--- config.mk ---
export PLATFORM = sky130hd
export DESIGN_NAME = hero_write_rx
export DESIGN_NICKNAME = d
export VERILOG_FILES = /design/src/rtl/hero_write_rx.sv
export SDC_FILE = /design/constraint.sdc
export NUM_CORES = 1
export LEC_CHECK = 0
export ABC_AREA = 1
export ABC_CLOCK_PERIOD_IN_PS = 3500
export BUFFER_PORTS_ARGS = -buffer_cell sky130_fd_sc_hd__buf_2
export CORE_UTILIZATION = 53
export CTS_BUF_LIST = sky130_fd_sc_hd__clkbuf_4 sky130_fd_sc_hd__clkbuf_8
export DETAILED_ROUTE_END_ITERATION = 7
export PLACE_DENSITY = 0.71
export SLEW_MARGIN = 10
export SYNTH_ARGS = -nofsm -noshare
export SYNTH_HDL_FRONTEND = slang
export SYNTH_SLANG_ARGS = --single-unit
--- constraint.sdc ---
create_clock -name clk -period 3.5 [get_ports clk]
set_input_delay 0.875 -clock clk [delete_from_list [all_inputs] [get_ports clk]]
set_output_delay 0.875 -clock clk [all_outputs]
set_load 0.05 [all_outputs]
--- src/rtl/hero_write_rx.sv ---
// hero_write_rx: receiver stage behind the hero write bus.
// Frames bus beats into transactions, buffers them in a registered FIFO and
// presents them on a ready/valid interface. Protocol violations and FIFO
// overflow are reported as sticky error flags.
//
// Ports:
//   clk, rst            core clock, asynchronous active-high reset
//   hero_write_i        hero_write_t from the bus (no backpressure)
//   out_valid/out_ready ready/valid handshake for the FIFO head
//   out_wdat, out_sub   beat payload
//   out_last, out_err   final-beat flag, abort-terminator flag
//   txn_done, txn_beats one-cycle pulse and beat count on a normal close
//   err_overflow        sticky: beat arrived while FIFO full
//   err_length          sticky: transaction exceeded MAX_BEATS
//   err_illegal         sticky: cycle_type 3 observed
//   err_clr             clears all sticky errors (a same-cycle set wins)
module hero_write_rx #(
    parameter int unsigned FIFO_DEPTH     = 8,
    parameter int unsigned MAX_BEATS      = 16,
    parameter int unsigned BEAT_CNT_WIDTH = $clog2(MAX_BEATS + 1)
) (
    input  logic                      clk,
    input  logic                      rst,
    input  logic [45:0]               hero_write_i,
    output logic                      out_valid,
    input  logic                      out_ready,
    output logic [35:0]               out_wdat,
    output logic [6:0]                out_sub,
    output logic                      out_last,
    output logic                      out_err,
    output logic                      txn_done,
    output logic [BEAT_CNT_WIDTH-1:0] txn_beats,
    output logic                      err_overflow,
    output logic                      err_length,
    output logic                      err_illegal,
    input  logic                      err_clr
);

    localparam int unsigned PTR_W = (FIFO_DEPTH > 1) ? $clog2(FIFO_DEPTH) : 1;
    localparam int unsigned CNT_W = $clog2(FIFO_DEPTH + 1);

    localparam logic [1:0] CT_VALID   = 2'd1;
    localparam logic [1:0] CT_DONE    = 2'd2;
    localparam logic [1:0] CT_ILLEGAL = 2'd3;

    typedef struct packed {
        logic [1:0]  cycle_type;
        logic [35:0] wdat;
        logic [6:0]  another_type_reference;
        logic        clk_en;
    } hero_write_t;

    typedef struct packed {
        logic [35:0] wdat;
        logic [6:0]  sub;
        logic        last;
        logic        err;
    } beat_t;

    typedef enum logic [1:0] {
        ST_IDLE,
        ST_BURST,
        ST_ABORT,
        ST_DISCARD
    } state_t;

    hero_write_t hw;
    assign hw = hero_write_i;

    // Registered state
    state_t                    state;
    logic [BEAT_CNT_WIDTH-1:0] cnt;
    logic                      txn_open;
    beat_t                     mem [FIFO_DEPTH];
    logic [PTR_W-1:0]          wr_ptr;
    logic [PTR_W-1:0]          rd_ptr;
    logic [CNT_W-1:0]          count;

    // Next-state / decode signals
    state_t                    state_n;
    logic [BEAT_CNT_WIDTH-1:0] cnt_n;
    logic                      open_n;
    logic                      push;
    beat_t                     push_beat;
    logic                      done_pulse;
    logic [BEAT_CNT_WIDTH-1:0] beats_n;
    logic                      set_ovf;
    logic                      set_len;
    logic                      set_ill;

    logic is_valid;
    logic is_done;
    logic is_beat;
    logic full;
    logic pop;

    // Input qualification: clk_en=0 hides the whole cycle
    assign is_valid = hw.clk_en && (hw.cycle_type == CT_VALID);
    assign is_done  = hw.clk_en && (hw.cycle_type == CT_DONE);
    assign is_beat  = is_valid || is_done;

    // Full is judged on the registered count; a same-cycle pop does not help
    assign full = (count == CNT_W'(FIFO_DEPTH));
    assign pop  = out_valid && out_ready;

    // Framing decisions for the current cycle
    always_comb begin
        state_n    = state;
        cnt_n      = cnt;
        open_n     = txn_open;
        push       = 1'b0;
        push_beat  = '{wdat: hw.wdat, sub: hw.another_type_reference,
                       last: is_done, err: 1'b0};
        done_pulse = 1'b0;
        beats_n    = txn_beats;
        set_ovf    = is_beat && full;
        set_len    = 1'b0;
        set_ill    = hw.clk_en && (hw.cycle_type == CT_ILLEGAL);

        case (state)
            ST_IDLE: begin
                if (is_valid) begin
                    if (full) begin
                        state_n = ST_ABORT;
                        open_n  = 1'b1;
                    end else begin
                        push    = 1'b1;
                        cnt_n   = BEAT_CNT_WIDTH'(1);
                        state_n = ST_BURST;
                    end
                end else if (is_done && !full) begin
                    // Lone DONE is a complete 1-beat transaction
                    push       = 1'b1;
                    done_pulse = 1'b1;
                    beats_n    = BEAT_CNT_WIDTH'(1);
                end
            end

            ST_BURST: begin
                if (is_valid) begin
                    if ((cnt + BEAT_CNT_WIDTH'(1)) == BEAT_CNT_WIDTH'(MAX_BEATS)) begin
                        // Only a DONE may occupy the last slot
                        set_len = 1'b1;
                        state_n = ST_ABORT;
                        open_n  = 1'b1;
                    end else if (full) begin
                        state_n = ST_ABORT;
                        open_n  = 1'b1;
                    end else begin
                        push  = 1'b1;
                        cnt_n = cnt + BEAT_CNT_WIDTH'(1);
                    end
                end else if (is_done) begin
                    if (full) begin
                        state_n = ST_ABORT;
                        open_n  = 1'b0;
                    end else begin
                        push       = 1'b1;
                        done_pulse = 1'b1;
                        beats_n    = cnt + BEAT_CNT_WIDTH'(1);
                        state_n    = ST_IDLE;
                    end
                end
            end

            ST_ABORT: begin
                // Incoming beats are dropped; a DONE closes the open transaction
                open_n = txn_open && !is_done;
                if (!full) begin
                    push      = 1'b1;
                    push_beat = '{wdat: '0, sub: '0, last: 1'b1, err: 1'b1};
                    state_n   = open_n ? ST_DISCARD : ST_IDLE;
                end
            end

            ST_DISCARD: begin
                if (is_done) begin
                    state_n = ST_IDLE;
                    open_n  = 1'b0;
                end
            end

            default: state_n = ST_IDLE;
        endcase
    end

    // Control state, counters and flags
    always_ff @(posedge clk or posedge rst) begin
        if (rst) begin
            state        <= ST_IDLE;
            cnt          <= '0;
            txn_open     <= 1'b0;
            wr_ptr       <= '0;
            rd_ptr       <= '0;
            count        <= '0;
            txn_done     <= 1'b0;
            txn_beats    <= '0;
            err_overflow <= 1'b0;
            err_length   <= 1'b0;
            err_illegal  <= 1'b0;
        end else begin
            state     <= state_n;
            cnt       <= cnt_n;
            txn_open  <= open_n;
            txn_done  <= done_pulse;
            txn_beats <= beats_n;

            if (push) wr_ptr <= wr_ptr + PTR_W'(1);
            if (pop)  rd_ptr <= rd_ptr + PTR_W'(1);

            case ({push, pop})
                2'b10:   count <= count + CNT_W'(1);
                2'b01:   count <= count - CNT_W'(1);
                default: count <= count;
            endcase

            // Set beats clear
            err_overflow <= set_ovf || (err_overflow && !err_clr);
            err_length   <= set_len || (err_length   && !err_clr);
            err_illegal  <= set_ill || (err_illegal  && !err_clr);
        end
    end

    // FIFO storage needs no reset: contents are qualified by count
    always_ff @(posedge clk) begin
        if (push) mem[wr_ptr] <= push_beat;
    end

    // Head of FIFO, decoded from registered storage and pointers
    beat_t head;
    assign head      = mem[rd_ptr];
    assign out_valid = (count != '0);
    assign out_wdat  = head.wdat;
    assign out_sub   = head.sub;
    assign out_last  = head.last;
    assign out_err   = head.err;

endmodule
Yosys cells after proc, flatten, opt, wreduce, memory -nomap -nowiden
Memories as Yosys holds them, arrays and structs flattened.
Cells that the tools add are included.
{"block": "classes", "addsub": 5, "eq_ne": 24, "muxes": 48, "n_reduce_logical": 25}
{"op": "two-way mux 45 bit", "n": 2}
{"op": "two-way mux 5 bit", "n": 9}
{"op": "inequality test 2 bit, second input constant", "n": 11}
{"op": "two-way mux 1 bit", "n": 20}
{"op": "two-way mux 2 bit", "n": 10}
{"op": "case mux 5 bit (2 select lines)", "n": 2}
{"op": "AND reduction 6 bit", "n": 2}
{"op": "equality test 2 bit, second input constant", "n": 5}
{"op": "logical AND 1 bit", "n": 10}
{"op": "case mux 2 bit (4 select lines)", "n": 1}
{"op": "case mux 4 bit (2 select lines)", "n": 1}
{"op": "adder 3 x 1 -> 3 bit, second input constant", "n": 2}
{"op": "equality test 2 x 1 -> 1 bit, second input constant", "n": 3}
{"op": "inequality test 3 bit, second input constant", "n": 2}
{"op": "adder 5 x 1 -> 5 bit, second input constant", "n": 1}
{"op": "equality test 5 bit, second input constant", "n": 1}
{"op": "AND reduction 5 bit", "n": 1}
{"op": "adder 4 x 1 -> 4 bit, second input constant", "n": 1}
{"op": "equality test 4 bit, second input constant", "n": 1}
{"op": "logical OR 1 bit", "n": 4}
{"op": "inequality test 4 bit, second input constant", "n": 1}
{"op": "case mux 1 bit (4 select lines)", "n": 1}
{"op": "AND reduction 4 bit", "n": 1}
{"op": "nonzero test 2 bit", "n": 2}
{"op": "6 further kinds", "n": 8}
{"block": "totals", "ff_bits": 27, "ram_bits": 360, "in_bits": 50, "out_inout_bits": 55, "wordCells": 114, "memories": 1}
{"memory": "mem", "depth": 8, "width": 45, "rd": 1, "rd_ports_with_merged_regs": 0, "wr": 1, "line": "74", "rtl": "beat_t mem [FIFO_DEPTH];"}

Depth between registers and ports, before layout
Gate-level depths: netlist of run 1.
{"block": "depth", "word_depth": 8, "depth_mapped": 15, "depth_no_buf": 15}

Worst setup path before layout of run 1
No wires, ideal clock.
{"block": "synth_timing", "path_type": "input port to flip-flop", "start": "input port hero_write_i[45]", "end": "memory mem[1][0] (netlist name) (enable)", "setup_time_ns": 0.412, "t_arrival_ns": 2.736, "t_required_ns": 3.088, "path_slack_ns": 0.353, "path_stages": 9, "path_buffers": 0, "path_cell_list": "inv_1 > nand3_1 > inv_1 > nor2_1 > nor3_2 > nand2_2 > nand2_4 > inv_4 > nor2_2"}
{"block": "synth_between", "elab_chain_len": 8}
{"item": "from (decl)", "line": "24", "rtl": "input logic [45:0] hero_write_i,"}
{"item": "equality test 2 bit", "line": "99", "rtl": "assign is_done = hw.clk_en && (hw.cycle_type == CT_DONE);"}
{"item": "logical AND 1 bit", "line": "99"}
{"item": "logical AND 1 bit", "line": "131", "rtl": "end else if (is_done && !full) begin"}
{"item": "two-way mux 1 bit", "line": "131"}
{"item": "two-way mux 1 bit", "line": "122", "rtl": "if (is_valid) begin"}
{"item": "case mux 1 bit (3 select lines) (*)", "line": "120", "rtl": "case (state)"}
{"item": "two-way mux 1 bit (*)", "line": "226", "rtl": "if (push) mem[wr_ptr] <= push_beat;"}
{"item": "two-way mux 1 bit (not written as such) (*)", "line": "226"}
{"item": "to (decl)", "line": "74"}
Mark *: on every way between the ends. The rest lies on a longest branch, timed or not.

Worst setup path after layout of run 1
{"block": "layout_timing", "start": "register rd_ptr[0]", "end": "output port out_sub[1]"}
{"block": "layout_between", "elab_chain_len": 1}
{"item": "from (decl)", "line": "76", "rtl": "logic [PTR_W-1:0] rd_ptr;"}
{"item": "from (signal assigned)", "line": "209", "rtl": "if (pop) rd_ptr <= rd_ptr + PTR_W'(1);"}
{"item": "memory (8 x 45 bit)"}
{"item": "to (decl)", "line": "28", "rtl": "output logic [6:0] out_sub,"}
Every way passes these cells.

==> impl_table.tex, run 1 <==
\begin{tabular}{lr}
\hline
Metric & Value \\
\hline
\multicolumn{2}{l}{\textbf{Logic synthesis}} \\
Number of nets in the synthesized netlist & 1379 \\
Most area-hungry cell type in the Yosys netlist & sky130\_fd\_sc\_hd\_\_edfxtp\_1 \\
Post-Synthesis Mean Instance Area & 12.3 um\^{}2 \\
Proportion of netlist area held by the largest area contributor & 66.6\% \\
Total of flip-flops plus latches after synthesis & 387 \\
Cells after Synth & 1322 \\
Syn Std Cell Area & 16200 um\^{}2 \\
Top cells by instance count after synthesis & 360 x sky130\_fd\_sc\_hd\_\_edfxtp\_1, 245 x sky130\_fd\_sc\_hd\_\_nor2\_1, 194 x sky130\_fd\_sc\_hd\_\_nand2\_1 \\
Share of async-settable or async-resettable flops after synthesis & 6.98\% \\
Distinct cell type count after synthesis & 33 \\
Number of enable flip-flop cells after synthesis & 360 \\
Warnings from Yosys & 0 \\
Largest cells by area after synthesis & sky130\_fd\_sc\_hd\_\_edfxtp\_1 67\%, sky130\_fd\_sc\_hd\_\_nor2\_1 5.7\%, sky130\_fd\_sc\_hd\_\_o32ai\_1 4.9\% \\
Cell with the most instances after synthesis & sky130\_fd\_sc\_hd\_\_edfxtp\_1 \\
Share of synthesized area occupied by flip-flops and latches & 70.7\% \\
Top flip-flop cell by instance count after synthesis & sky130\_fd\_sc\_hd\_\_edfxtp\_1 \\
\multicolumn{2}{l}{\textbf{Clock tree}} \\
CTS Root Buffer Type & sky130\_fd\_sc\_hd\_\_clkbuf\_8 \\
Hold buffers post-CTS & 0 \\
Clock tree from TritonCTS & yes \\
Sink count of the clock tree & 387 \\
H-tree depth & 2 \\
CTS clk-pin slew, worst paths & 0.06 ns \\
Maximum root-to-sink buffer count & 3 \\
Number of clock buffers inserted by TritonCTS & 59 \\
Clock latency of the later-clocked register in the worst-skew pair & 0.59 ns \\
\multicolumn{2}{l}{\textbf{Status}} \\
Outcome & completed \\
\multicolumn{2}{l}{\textbf{STA}} \\
Post-route clock skew & 0.0223 ns \\
Count of final hold-check violations & 0 \\
Final critical-path share of the clock period & 95.4\% \\
Count of endpoints failing setup in the final report & 0 \\
Worst slew pin tran & 0.892 ns \\
Time the final worst path needs with I/O delays and setup & 3.34 ns \\
Fmax & 0.300 GHz \\
Number of max-slew violations in the final report & 0 \\
Final WS setup & 0.163 ns \\
Total negative slack & 0 ns \\
RSZ-0062 raised after global routing & false \\
Max-Slew Margin vs Limit & 40.4\% \\
\multicolumn{2}{l}{\textbf{Pwr}} \\
Leakage power figure & 6.87 nW \\
Worst voltage drop across the vdd grid & 851 uV \\
Final Power & 16.4 mW \\
Power density over the cells & 889 nW/um\^{}2 \\
\multicolumn{2}{l}{\textbf{Setup path}} \\
Worst path top cell family by delay & buffers and inverters \\
Critical path peak fanout & 82 \\
Setup crit end kind & primary output \\
Cell breakdown of the critical path & buf\_12 > nor2\_1 > o32ai\_1 > nand2\_1 > nand2\_1 > buf\_2 \\
Buffers and inverters on the worst path & 2 \\
Length in cells of the worst reg-to-reg path & 15 \\
Start-to-end type of the worst setup path & register to primary output \\
Stage delay of the slowest cell on the critical path & 0.58 ns \\
Setup crit start kind & register \\
Startpoint of the most critical register-to-register path & cnt[0] \\
Cell with the largest stage delay on the worst path & sky130\_fd\_sc\_hd\_\_dfrtp\_4 \\
Required time worst endpoint & 2.62 ns \\
Critical Path Start & rd\_ptr[0] \\
Critical R2R Capture & count[3] \\
Worst reg2reg setup slack & 0.69 ns \\
CP arrival & 2.46 ns \\
Most frequent cell on the critical path & sky130\_fd\_sc\_hd\_\_nand2\_1 \\
\multicolumn{2}{l}{\textbf{Route}} \\
Avg WL per Cell & 18.1 um \\
Number of detailed-route iterations in the first pass & 5 \\
Post-DR vias/cell & 5.51 \\
Initial detailed-routing violation count & 707 \\
DR vias & 10.4k \\
Count of antenna-violating nets left after detailed routing & 0 \\
Total detailed-routing wirelength & 34.2 mm \\
Number of remaining DRC errors & 0 \\
\multicolumn{2}{l}{\textbf{Hold path}} \\
Path class of the lowest-slack min-delay path & register to register \\
Hold Path End & txn\_beats[0] \\
Origin of the worst min-delay path & txn\_beats[0] \\
Hold Crit Depth & 2 \\
\multicolumn{2}{l}{\textbf{Global routing}} \\
Wire length of the first global-routing pass & 53.7 mm \\
Number of antenna violations at the first check in global routing & 1 \\
GR Util met2 & 37.1\% \\
Via count of the first global-routing pass & 10.2k \\
Total congestion overflow & 0 \\
Most used routing layer & met2 \\
Met3 routing resource usage after global routing & 3.54\% \\
Total routing resource utilization after global routing & 22.3\% \\
M1 GR Usage & 30.2\% \\
Pin count of the biggest net entering global routing & 83 \\
\multicolumn{2}{l}{\textbf{Flow run}} \\
Maximum Capacitance Violations & 0 \\
\multicolumn{2}{l}{\textbf{Final layout}} \\
Share of layout cells above drive strength 1 & 23.6\% \\
Area grow syn2layout & 13.7\% \\
\# nets final & 1509 \\
Final Util & 61.8\% \\
Number of antenna diodes & 0 \\
Final instance area & 18500 um\^{}2 \\
Total of fill cells in the finished design & 2303 \\
\multicolumn{2}{l}{\textbf{Floorplanning}} \\
Number of primary I/O pins & 105 \\
Effective utilization at floorplan & 54.4\% \\
Die Outline Area & 31300 um\^{}2 \\
Standard-cell row count & 63 \\
Die X-Extent & 177 um \\
CORE AREA & 29900 um\^{}2 \\
Die Y & 177 um \\
\multicolumn{2}{l}{\textbf{Place}} \\
Pre-CTS setup slack & 0.323 ns \\
Detailed placement HPWL & 18.9 mm \\
Standard cell area after detailed placement & 17200 um\^{}2 \\
Port buffer count & 104 \\
Final estimated routing congestion in global placement & 0.784 \\
\hline
\end{tabular}
-- worst max-delay path by stage --
stage | slack (ns) | cells after the start | to
floorplan | 0.35 | 9 | mem[1][0]
global placement | 0.39 | 15 | count[3]
detailed placement | 0.32 | 15 | count[3]
CTS | 0.03 | 7 | out_wdat[22]
global route | 0.04 | 6 | out_wdat[4]
finish | 0.16 | 6 | out_sub[1]
-- worst reg2reg max path: stages (launching register included) --
cell and delay [ns]:
sky130_fd_sc_hd__dfrtp_1 0.42, sky130_fd_sc_hd__ha_1 0.26, sky130_fd_sc_hd__nand3_1 0.10, sky130_fd_sc_hd__nand2_1 0.07, sky130_fd_sc_hd__nand2_1 0.12, sky130_fd_sc_hd__nand4_1 0.12
sky130_fd_sc_hd__nand2_2 0.13, sky130_fd_sc_hd__nand2_4 0.08, sky130_fd_sc_hd__inv_4 0.20, sky130_fd_sc_hd__ha_1 0.27, sky130_fd_sc_hd__ha_1 0.30, sky130_fd_sc_hd__a21oi_1 0.17
sky130_fd_sc_hd__nand2_1 0.07, sky130_fd_sc_hd__a21oi_1 0.11, sky130_fd_sc_hd__o21ai_0 0.11, sky130_fd_sc_hd__xor2_1 0.16
-- what timing repair did --
item,in CTS,in global routing
setup endpoints to repair,37,33
pin swaps,0,0
buffers inserted,1,3
resized for setup,2,1
-- state kept, by name (all words and copies together), names as in the netlist --
signal,count
err_illegal,1
txn_beats,5
err_length,1
rd_ptr,3
cnt,5
mem,360
txn_open,1
count,4
err_overflow,1
state,2
txn_done,1
wr_ptr,3
-- area by class of cell --
cell class | instances | area [um^2] | share of cell area (%)
inverters | 80 | 329 | 1.78
well taps | 390 | 488 | 2.64
clock inverters | 16 | 105 | 0.569
multi-input cells | 781 | 3970 | 21.5
flip-flops and latches | 387 | 11500 | 62.3
repair buffers | 143 | 955 | 5.17
clock buffers | 95 | 1110 | 6.03
-- cell families after synthesis --
logic type	synth area share (%)
DFF	70.7
xor gates and xnor gates	0.324
and+or+nand+nor	15.1
adders and majority gates	0.586
AOI/OAI and AO/OA	8.16
buffers and inverters	5.06
-- routing by layer --
| layer | wire length (um) | up-vias |
|---|---|---|
| li1 | - | 4928 |
| met1 | 15100 | 5132 |
| met2 | 16800 | 301 |
| met3 | 1700 | 58 |
| met4 | 627 | 0 |
| met5 | 0 | - |
-- metrics by stage --
step | std cells | hold slack, ns
2_1_floorplan | 1322 | 0.464
3_3_place_gp | 1777 | 0.461
3_5_place_dp | 1777 | 0.461
4_1_cts | 1889 | 0.477
5_1_grt | 1892 | 0.515
6_report | 1892 | 0.471
-- power breakdown --
group	total, mW	leakage (nW)	switching, mW	internal (mW)
Combinational	6.67	2.63	4.87	1.80
Sequential	6.01	3.60	0.358	5.65
Clock	3.72	0.652	1.64	2.09
Total	16.4	6.87	6.87	9.54
-- layout by cell type (no fill, tap or decap), drive strengths merged --
| cell | netlist | final |
|---|---|---|
| edfxtp | 360 | 360 |
| nor2 | 335 | 335 |
| nand2 | 198 | 198 |
| buf | 52 | 143 |
| o21ai | 101 | 101 |
| clkbuf | 22 | 95 |
| o32ai | 90 | 90 |
| inv | 80 | 80 |
| nand3 | 32 | 32 |
| dfrtp | 27 | 27 |
| clkinv | 0 | 13 |
| ha | 6 | 6 |
| xor2 | 5 | 5 |
| a21oi | 5 | 5 |
| nand4 | 4 | 4 |
| clkinvlp | 0 | 2 |
| nor3 | 2 | 2 |
| xnor2 | 1 | 1 |
| o22ai | 1 | 1 |
| fa | 1 | 1 |
| bufinv | 0 | 1 |
No activity file was read; power rests on OpenSTA's default activity.
==> run 2: changes to the inputs <==
Settings changed: CTS_BUF_LIST sky130_fd_sc_hd__clkbuf_4 sky130_fd_sc_hd__clkbuf_8 to sky130_fd_sc_hd__clkbuf_2.
==> run 2 against run 1 <==
  * Sequential power fell by 1%
  * Final cell count grew 4.5%
  * Hold slack lost 0.33 ns
  * Via count is 7.7% higher
  * Total power is 10% higher
  * Critical path depth is 1 higher
  * Die area is the same
  * Largest power group unchanged
==> impl_table.tex, run 2 (synthesis results as in run 1) <==
\begin{tabular}{lr}
\hline
Metric & Value \\
\hline
\multicolumn{2}{l}{\textbf{Global routing}} \\
Number of antenna violations at the first check in global routing & 1 (unchanged) \\
Total congestion overflow & 0 (unchanged) \\
Wire length of the first global-routing pass & 57.6 mm (+7.4\%) \\
Total routing resource utilization after global routing & 24.2\% (+2.0 points) \\
Pin count of the biggest net entering global routing & 68 (-18\%) \\
Via count of the first global-routing pass & 10.9k (+6.6\%) \\
\multicolumn{2}{l}{\textbf{Setup path}} \\
Setup crit end kind & primary output \\
Required time worst endpoint & 2.62 ns (about the same) \\
Start-to-end type of the worst setup path & register to primary output \\
Critical path peak fanout & 33 (-60\%) \\
Setup crit start kind & register \\
CP arrival & 2.58 ns (+0.12 ns) \\
\multicolumn{2}{l}{\textbf{Final layout}} \\
Number of flip-flops in the largest register & 360 (unchanged) \\
Most used cells in the layout excluding fill and tap cells & 360 x sky130\_fd\_sc\_hd\_\_edfxtp\_1, 232 x sky130\_fd\_sc\_hd\_\_nor2\_1, 171 x sky130\_fd\_sc\_hd\_\_nand2\_1 \\
Total area of multi-input combinational cells & 4380 um\^{}2 (+10\%) \\
Area grow syn2layout & 20.5\% \\
Final Util & 65.5\% (+3.7 points) \\
Final instance area & 19600 um\^{}2 (+6.0\%) \\
Share of layout cells above drive strength 1 & 31.7\% (+8.1 points) \\
Seq. cell area & 11500 um\^{}2 (about the same) \\
Most frequent standard cell in the layout excluding fill and tap cells & sky130\_fd\_sc\_hd\_\_edfxtp\_1 \\
Largest registers & mem (360), cnt (5), txn\_beats (5) \\
Total of fill cells in the finished design & 2163 (-6.1\%) \\
Register containing the most flip-flops in the final layout & mem \\
\# nets final & 1581 (+4.8\%) \\
\multicolumn{2}{l}{\textbf{Clock tree}} \\
CTS clk-pin slew, worst paths & 0.12 ns (+0.06 ns) \\
Clock tree from TritonCTS & yes \\
H-tree depth & 3 (+1) \\
Sink count of the clock tree & 387 (unchanged) \\
Clock latency of the later-clocked register in the worst-skew pair & 0.95 ns (+0.36 ns) \\
Maximum root-to-sink buffer count & 3 (unchanged) \\
Number of clock buffers inserted by TritonCTS & 93 (+58\%) \\
CTS Root Buffer Type & sky130\_fd\_sc\_hd\_\_clkbuf\_2 \\
\multicolumn{2}{l}{\textbf{STA}} \\
Final critical-path share of the clock period & 98.7\% (+3.4 points) \\
Max-Slew Margin vs Limit & 40.0\% (-0.44 points) \\
Hold Slack & 0.137 ns (-0.334 ns) \\
Count of final hold-check violations & 0 (unchanged) \\
Worst slew pin tran & 0.899 ns (+0.00661 ns) \\
Count of endpoints failing setup in the final report & 0 (unchanged) \\
RSZ-0062 raised after global routing & true \\
Post-route clock skew & 0.0629 ns (+0.0406 ns) \\
Final WS setup & 0.0442 ns (-0.118 ns) \\
Number of max-slew violations in the final report & 0 (unchanged) \\
Time the final worst path needs with I/O delays and setup & 3.46 ns (+0.118 ns) \\
Fmax & 0.289 GHz (-3.4\%) \\
\multicolumn{2}{l}{\textbf{Floorplanning}} \\
Effective utilization at floorplan & 54.4\% (unchanged) \\
Die Outline Area & 31300 um\^{}2 (unchanged) \\
Standard-cell row count & 63 (unchanged) \\
Number of primary I/O pins & 105 (unchanged) \\
Die X-Extent & 177 um (unchanged) \\
Die Y & 177 um (unchanged) \\
CORE AREA & 29900 um\^{}2 (unchanged) \\
\multicolumn{2}{l}{\textbf{Pwr}} \\
Power density over the cells & 926 nW/um\^{}2 (+4.1\%) \\
Leakage power figure & 7.42 nW (+7.9\%) \\
Combinational fraction of design power & 51.9\% (+11 points) \\
Sw frac & 43.8\% (+1.9 points) \\
Sequential cell fraction of total power & 32.7\% (-3.9 points) \\
Power share of the clock group & 15.4\% (-7.3 points) \\
Switching power summed over all nets & 7.93 mW (+16\%) \\
Worst voltage drop across the vdd grid & 732 uV (-14\%) \\
Int Pwr & 10.2 mW (+6.7\%) \\
\multicolumn{2}{l}{\textbf{Place}} \\
Detailed placement HPWL & 18.9 mm (unchanged) \\
Port buffer count & 104 (unchanged) \\
Final estimated routing congestion in global placement & 0.784 (unchanged) \\
Pre-CTS setup slack & 0.323 ns (unchanged) \\
Standard cell area after detailed placement & 17200 um\^{}2 (unchanged) \\
\multicolumn{2}{l}{\textbf{Status}} \\
Outcome & completed \\
\multicolumn{2}{l}{\textbf{Route}} \\
Number of remaining DRC errors & 0 (unchanged) \\
Initial detailed-routing violation count & 899 (+27\%) \\
Number of detailed-route iterations in the first pass & 5 (unchanged) \\
DR vias & 11.2k (+7.7\%) \\
Post-DR vias/cell & 5.67 (+3.0\%) \\
Total detailed-routing wirelength & 39.8 mm (+16\%) \\
Avg WL per Cell & 20.1 um (+11\%) \\
Count of antenna-violating nets left after detailed routing & 0 (unchanged) \\
\multicolumn{2}{l}{\textbf{Flow run}} \\
Maximum Capacitance Violations & 0 (unchanged) \\
\multicolumn{2}{l}{\textbf{Hold path}} \\
Path class of the lowest-slack min-delay path & input pin to async pin \\
\hline
\end{tabular}
==> run 2: changes by cell type in the layout (fill, tap and decap cells not counted), moves of 17 or more <==
cell / change
sky130_fd_sc_hd__o21ai_1: +17
sky130_fd_sc_hd__buf_2: -45
sky130_fd_sc_hd__o21ai_0: -17
sky130_fd_sc_hd__o32ai_1: -38
sky130_fd_sc_hd__o32ai_2: +38
sky130_fd_sc_hd__buf_6: +25
sky130_fd_sc_hd__clkbuf_8: -63
sky130_fd_sc_hd__buf_8: +23
sky130_fd_sc_hd__clkbuf_4: -31
sky130_fd_sc_hd__clkbuf_2: +133
sky130_fd_sc_hd__nand2_1: -23
sky130_fd_sc_hd__nand2_2: +23
==> run 2: critical path, cell delays in order (launching register included) <==
cell and delay (ns):
sky130_fd_sc_hd__dfrtp_4 0.53, sky130_fd_sc_hd__buf_12 0.18, sky130_fd_sc_hd__clkbuf_16 0.22, sky130_fd_sc_hd__o21ai_0 0.28, sky130_fd_sc_hd__o32ai_2 0.13, sky130_fd_sc_hd__nand2_1 0.10, sky130_fd_sc_hd__nand2_2 0.08, sky130_fd_sc_hd__buf_8 0.15
==> run 2: layer usage <==
layer	global-route usage, %	part of all wire [%]	vias up
met1	32.1	40	5543
met4	9.81	2.0	0
met5	0	0	-
met3	4.23	8.1	59
met2	39.6	50	500
li1	-	-	5121
==> run 2: repair_timing <==
action | CTS | global route
gates resized for setup | 99 | 161
hold buffers | 0 | 0
pin swaps | 0 | 30
setup buffers | 10 | 14
gates cloned | 5 | 13
endpoints found under the setup margin | 45 | 45
==> run 2: path summary, 6_finish.rpt <==
| path | start | endpoint | slack (ns) | cells past startpoint |
|---|---|---|---|---|
| max | rd_ptr[0] | out_wdat[7] | 0.04 | 7 |
| min | rst | rd_ptr[0] | 0.14 | 2 |
| max reg2reg | cnt[0] | count[3] | 0.69 | 15 |
| min reg2reg | txn_beats[0] | txn_beats[0] | 0.48 | 2 |
| max in group asynchronous | rst | rd_ptr[2] | 2.68 | 2 |
| min in group clk | err_clr | err_overflow | 0.20 | 2 |
==> run 2: layout make-up <==
class,instances,share of cell area [%]
Clock buffer,133,3.40
Sequential cell,387,58.7
Inverter,80,1.68
Antenna cell,1,0.0128
Timing Repair inverter,5,0.524
Timing Repair Buffer,176,10.2
Multi-Input combinational cell,781,22.4
Tap cell,390,2.49
Clock inverter,25,0.601
==> run 2: power groups by stage <==
stage               Clock [mW]  Sequential (mW)  Combinational, mW
global route              3.10             5.97               9.94
finish                    2.79             5.93               9.40
global placement             0             6.15               6.41
CTS                       2.84             5.93               7.78
floorplan                    0             5.94               5.27
detailed placement           0             6.16               6.52
==> run 2: metrics by stage <==
stage	setup TNS, ns	power (mW)	instances
floorplan	0	11.2	1322
global placement	0	12.6	1777
detailed placement	0	12.7	1777
CTS	0	16.6	1950
global route	-0.651	19.0	1978
finish	0	18.1	1978
==> run 3: changes to the inputs <==
Settings changed: SETUP_SLACK_MARGIN set to 0.05.
==> run 3 against run 2 <==
  * Count of clock-buffer cells in the layout unchanged
  * Routed wire length fell by 2.1%
  * Flip-flop and latch count unchanged
  * Largest cell class unchanged
  * Combinational power fell by 2.4%
  * Via count shrank 0.47%
  * Maximum frequency grew 0.41%
  * Clock skew is 0.013 ns higher
  * First-iteration DRC count fell by 9.3%
  * Clock power about the same
  * Critical path depth stayed put
  * Utilization decreased by 0.59 points
==> impl_table.tex, run 3 (synthesis results as in run 1) <==
\begin{tabular}{lr}
\hline
Metric & Value \\
\hline
\multicolumn{2}{l}{\textbf{STA}} \\
Final critical-path share of the clock period & 98.3\% (-0.40 points) \\
Hold Slack & 0.134 ns (-0.00266 ns) \\
Time the final worst path needs with I/O delays and setup & 3.44 ns (-0.0141 ns) \\
Final WS setup & 0.0584 ns (+0.0141 ns) \\
Max-Slew Margin vs Limit & 40.0\% (about the same) \\
RSZ-0062 raised after global routing & true \\
Post-route clock skew & 0.0760 ns (+0.0131 ns) \\
Total negative slack & 0 ns (unchanged) \\
Count of final hold-check violations & 0 (unchanged) \\
Worst slew pin tran & 0.899 ns (+0.000168 ns) \\
Number of max-slew violations in the final report & 0 (unchanged) \\
Fmax & 0.291 GHz (+0.41\%) \\
Count of endpoints failing setup in the final report & 0 (unchanged) \\
\multicolumn{2}{l}{\textbf{Final layout}} \\
Most used cells in the layout excluding fill and tap cells & 360 x sky130\_fd\_sc\_hd\_\_edfxtp\_1, 237 x sky130\_fd\_sc\_hd\_\_nor2\_1, 172 x sky130\_fd\_sc\_hd\_\_nand2\_1 \\
Number of flip-flops in the largest register & 360 (unchanged) \\
Total area of multi-input combinational cells & 4360 um\^{}2 (-0.37\%) \\
\# nets final & 1574 (-0.44\%) \\
Area grow syn2layout & 19.4\% \\
Most frequent standard cell in the layout excluding fill and tap cells & sky130\_fd\_sc\_hd\_\_edfxtp\_1 \\
Largest registers & mem (360), cnt (5), txn\_beats (5) \\
Total of fill cells in the finished design & 2170 (+0.32\%) \\
Seq. cell area & 11500 um\^{}2 (unchanged) \\
Register containing the most flip-flops in the final layout & mem \\
Share of layout cells above drive strength 1 & 31.3\% (-0.43 points) \\
\multicolumn{2}{l}{\textbf{Route}} \\
Met3 Wirelength & 2.88 mm (-10\%) \\
Met1 Wirelength & 16.2 mm (+1.5\%) \\
Met2 WL post-DR & 19.3 mm (-2.8\%) \\
Count of antenna-violating nets left after detailed routing & 0 (unchanged) \\
Avg WL per Cell & 19.8 um (-1.7\%) \\
Initial detailed-routing violation count & 815 (-9.3\%) \\
Post-DR vias/cell & 5.67 (-0.12\%) \\
Number of detailed-route iterations in the first pass & 5 (unchanged) \\
DR vias & 11.2k (-0.47\%) \\
Top sig layer & met4 \\
Number of remaining DRC errors & 0 (unchanged) \\
Total detailed-routing wirelength & 39.0 mm (-2.1\%) \\
\multicolumn{2}{l}{\textbf{Floorplanning}} \\
Die Y & 177 um (unchanged) \\
Effective utilization at floorplan & 54.4\% (unchanged) \\
CORE AREA & 29900 um\^{}2 (unchanged) \\
Standard-cell row count & 63 (unchanged) \\
Die Outline Area & 31300 um\^{}2 (unchanged) \\
Die X-Extent & 177 um (unchanged) \\
Number of primary I/O pins & 105 (unchanged) \\
\multicolumn{2}{l}{\textbf{Place}} \\
Detailed placement HPWL & 18.9 mm (unchanged) \\
Pre-CTS setup slack & 0.323 ns (unchanged) \\
Port buffer count & 104 (unchanged) \\
Final estimated routing congestion in global placement & 0.784 (unchanged) \\
\multicolumn{2}{l}{\textbf{Setup path}} \\
Critical R2R Capture & count[3] \\
Start-to-end type of the worst setup path & register to primary output \\
Setup crit end kind & primary output \\
Required time worst endpoint & 2.62 ns (about the same) \\
Setup crit start kind & register \\
Critical path peak fanout & 41 (+24\%) \\
CP arrival & 2.57 ns (about the same) \\
Startpoint of the most critical register-to-register path & cnt[0] \\
Length in cells of the worst reg-to-reg path & 15 (unchanged) \\
Worst reg2reg setup slack & 0.68 ns (about the same) \\
\multicolumn{2}{l}{\textbf{Pwr}} \\
Leakage power figure & 7.34 nW (-1.1\%) \\
Power density over the cells & 922 nW/um\^{}2 (-0.38\%) \\
Final Power & 17.9 mW (-1.3\%) \\
Worst voltage drop across the vdd grid & 717 uV (-2.1\%) \\
\multicolumn{2}{l}{\textbf{Hold path}} \\
Path class of the lowest-slack min-delay path & input pin to async pin \\
\multicolumn{2}{l}{\textbf{Clock tree}} \\
Clock tree from TritonCTS & yes \\
H-tree depth & 3 (unchanged) \\
Hold buffers post-CTS & 0 (unchanged) \\
Maximum root-to-sink buffer count & 3 (unchanged) \\
Clock latency of the later-clocked register in the worst-skew pair & 0.92 ns (-0.03 ns) \\
CTS clk-pin slew, worst paths & 0.12 ns (about the same) \\
Number of clock buffers inserted by TritonCTS & 93 (unchanged) \\
Sink count of the clock tree & 387 (unchanged) \\
CTS Root Buffer Type & sky130\_fd\_sc\_hd\_\_clkbuf\_2 \\
\multicolumn{2}{l}{\textbf{Flow run}} \\
Maximum Capacitance Violations & 0 (unchanged) \\
\multicolumn{2}{l}{\textbf{Status}} \\
Outcome & completed \\
\multicolumn{2}{l}{\textbf{Global routing}} \\
Wire length of the first global-routing pass & 58.9 mm (+2.1\%) \\
Total congestion overflow & 0 (unchanged) \\
Via count of the first global-routing pass & 11.0k (+1.3\%) \\
Pin count of the biggest net entering global routing & 57 (-16\%) \\
Total routing resource utilization after global routing & 24.8\% (+0.58 points) \\
Number of antenna violations at the first check in global routing & 1 (unchanged) \\
\hline
\end{tabular}
run 3: worst max path at each step:
stage / to / cells after the start / start
6_report: out_err / 7 / rd_ptr[0]
2_1_floorplan: mem[1][0] / 9 / hero_write_i[45]
3_5_place_dp: count[3] / 15 / hero_write_i[44]
4_1_cts: out_sub[3] / 8 / rd_ptr[0]
5_1_grt: out_wdat[33] / 8 / rd_ptr[0]
3_3_place_gp: count[3] / 15 / hero_write_i[44]
run 3: final cells by class:
class	instances	share of cell area [%]
diodes	1	0.0129
well taps	390	2.52
multi-input cells	781	22.5
repair buffers	170	9.64
flip-flops and latches	387	59.3
clock buffers	133	3.43
repair inverters	4	0.342
inverters	80	1.70
clock inverters	25	0.606
run 3: critical path, stage by stage, from the launching register on:
cell,delay (ns)
sky130_fd_sc_hd__dfrtp_4,0.53
sky130_fd_sc_hd__buf_12,0.18
sky130_fd_sc_hd__buf_16,0.20
sky130_fd_sc_hd__o21ai_0,0.25
sky130_fd_sc_hd__o32ai_1,0.12
sky130_fd_sc_hd__nand2_1,0.07
sky130_fd_sc_hd__nand2_1,0.11
sky130_fd_sc_hd__buf_6,0.18
run 3: stage by stage:
step	utilization [%]	cells	instance area (um^2)
global route	64.9	1971	19400
finish	64.9	1971	19400
detailed placement	57.5	1777	17200
floorplan	-	1322	16200
CTS	62.4	1954	18600
global placement	57.5	1777	17200
run 3: report_power, final:
group,switching [mW],internal (mW)
Clock,1.74,1.02
Combinational,5.78,3.39
Sequential,0.302,5.65
Total,7.83,10.1
run 3: metal layers:
layer / track usage, % / up-vias
met3: 4.66 / 63
met5: 0 / -
met1: 33.0 / 5512
li1: - / 5112
met4: 8.69 / 0
met2: 40.8 / 483
run 3: timing repair:
action                     in CTS  in global routing
resized for setup             113                147
setup endpoints to repair      45                 45
setup buffers                  11                 10
cloned                          8                  6
pin swaps                       3                 21
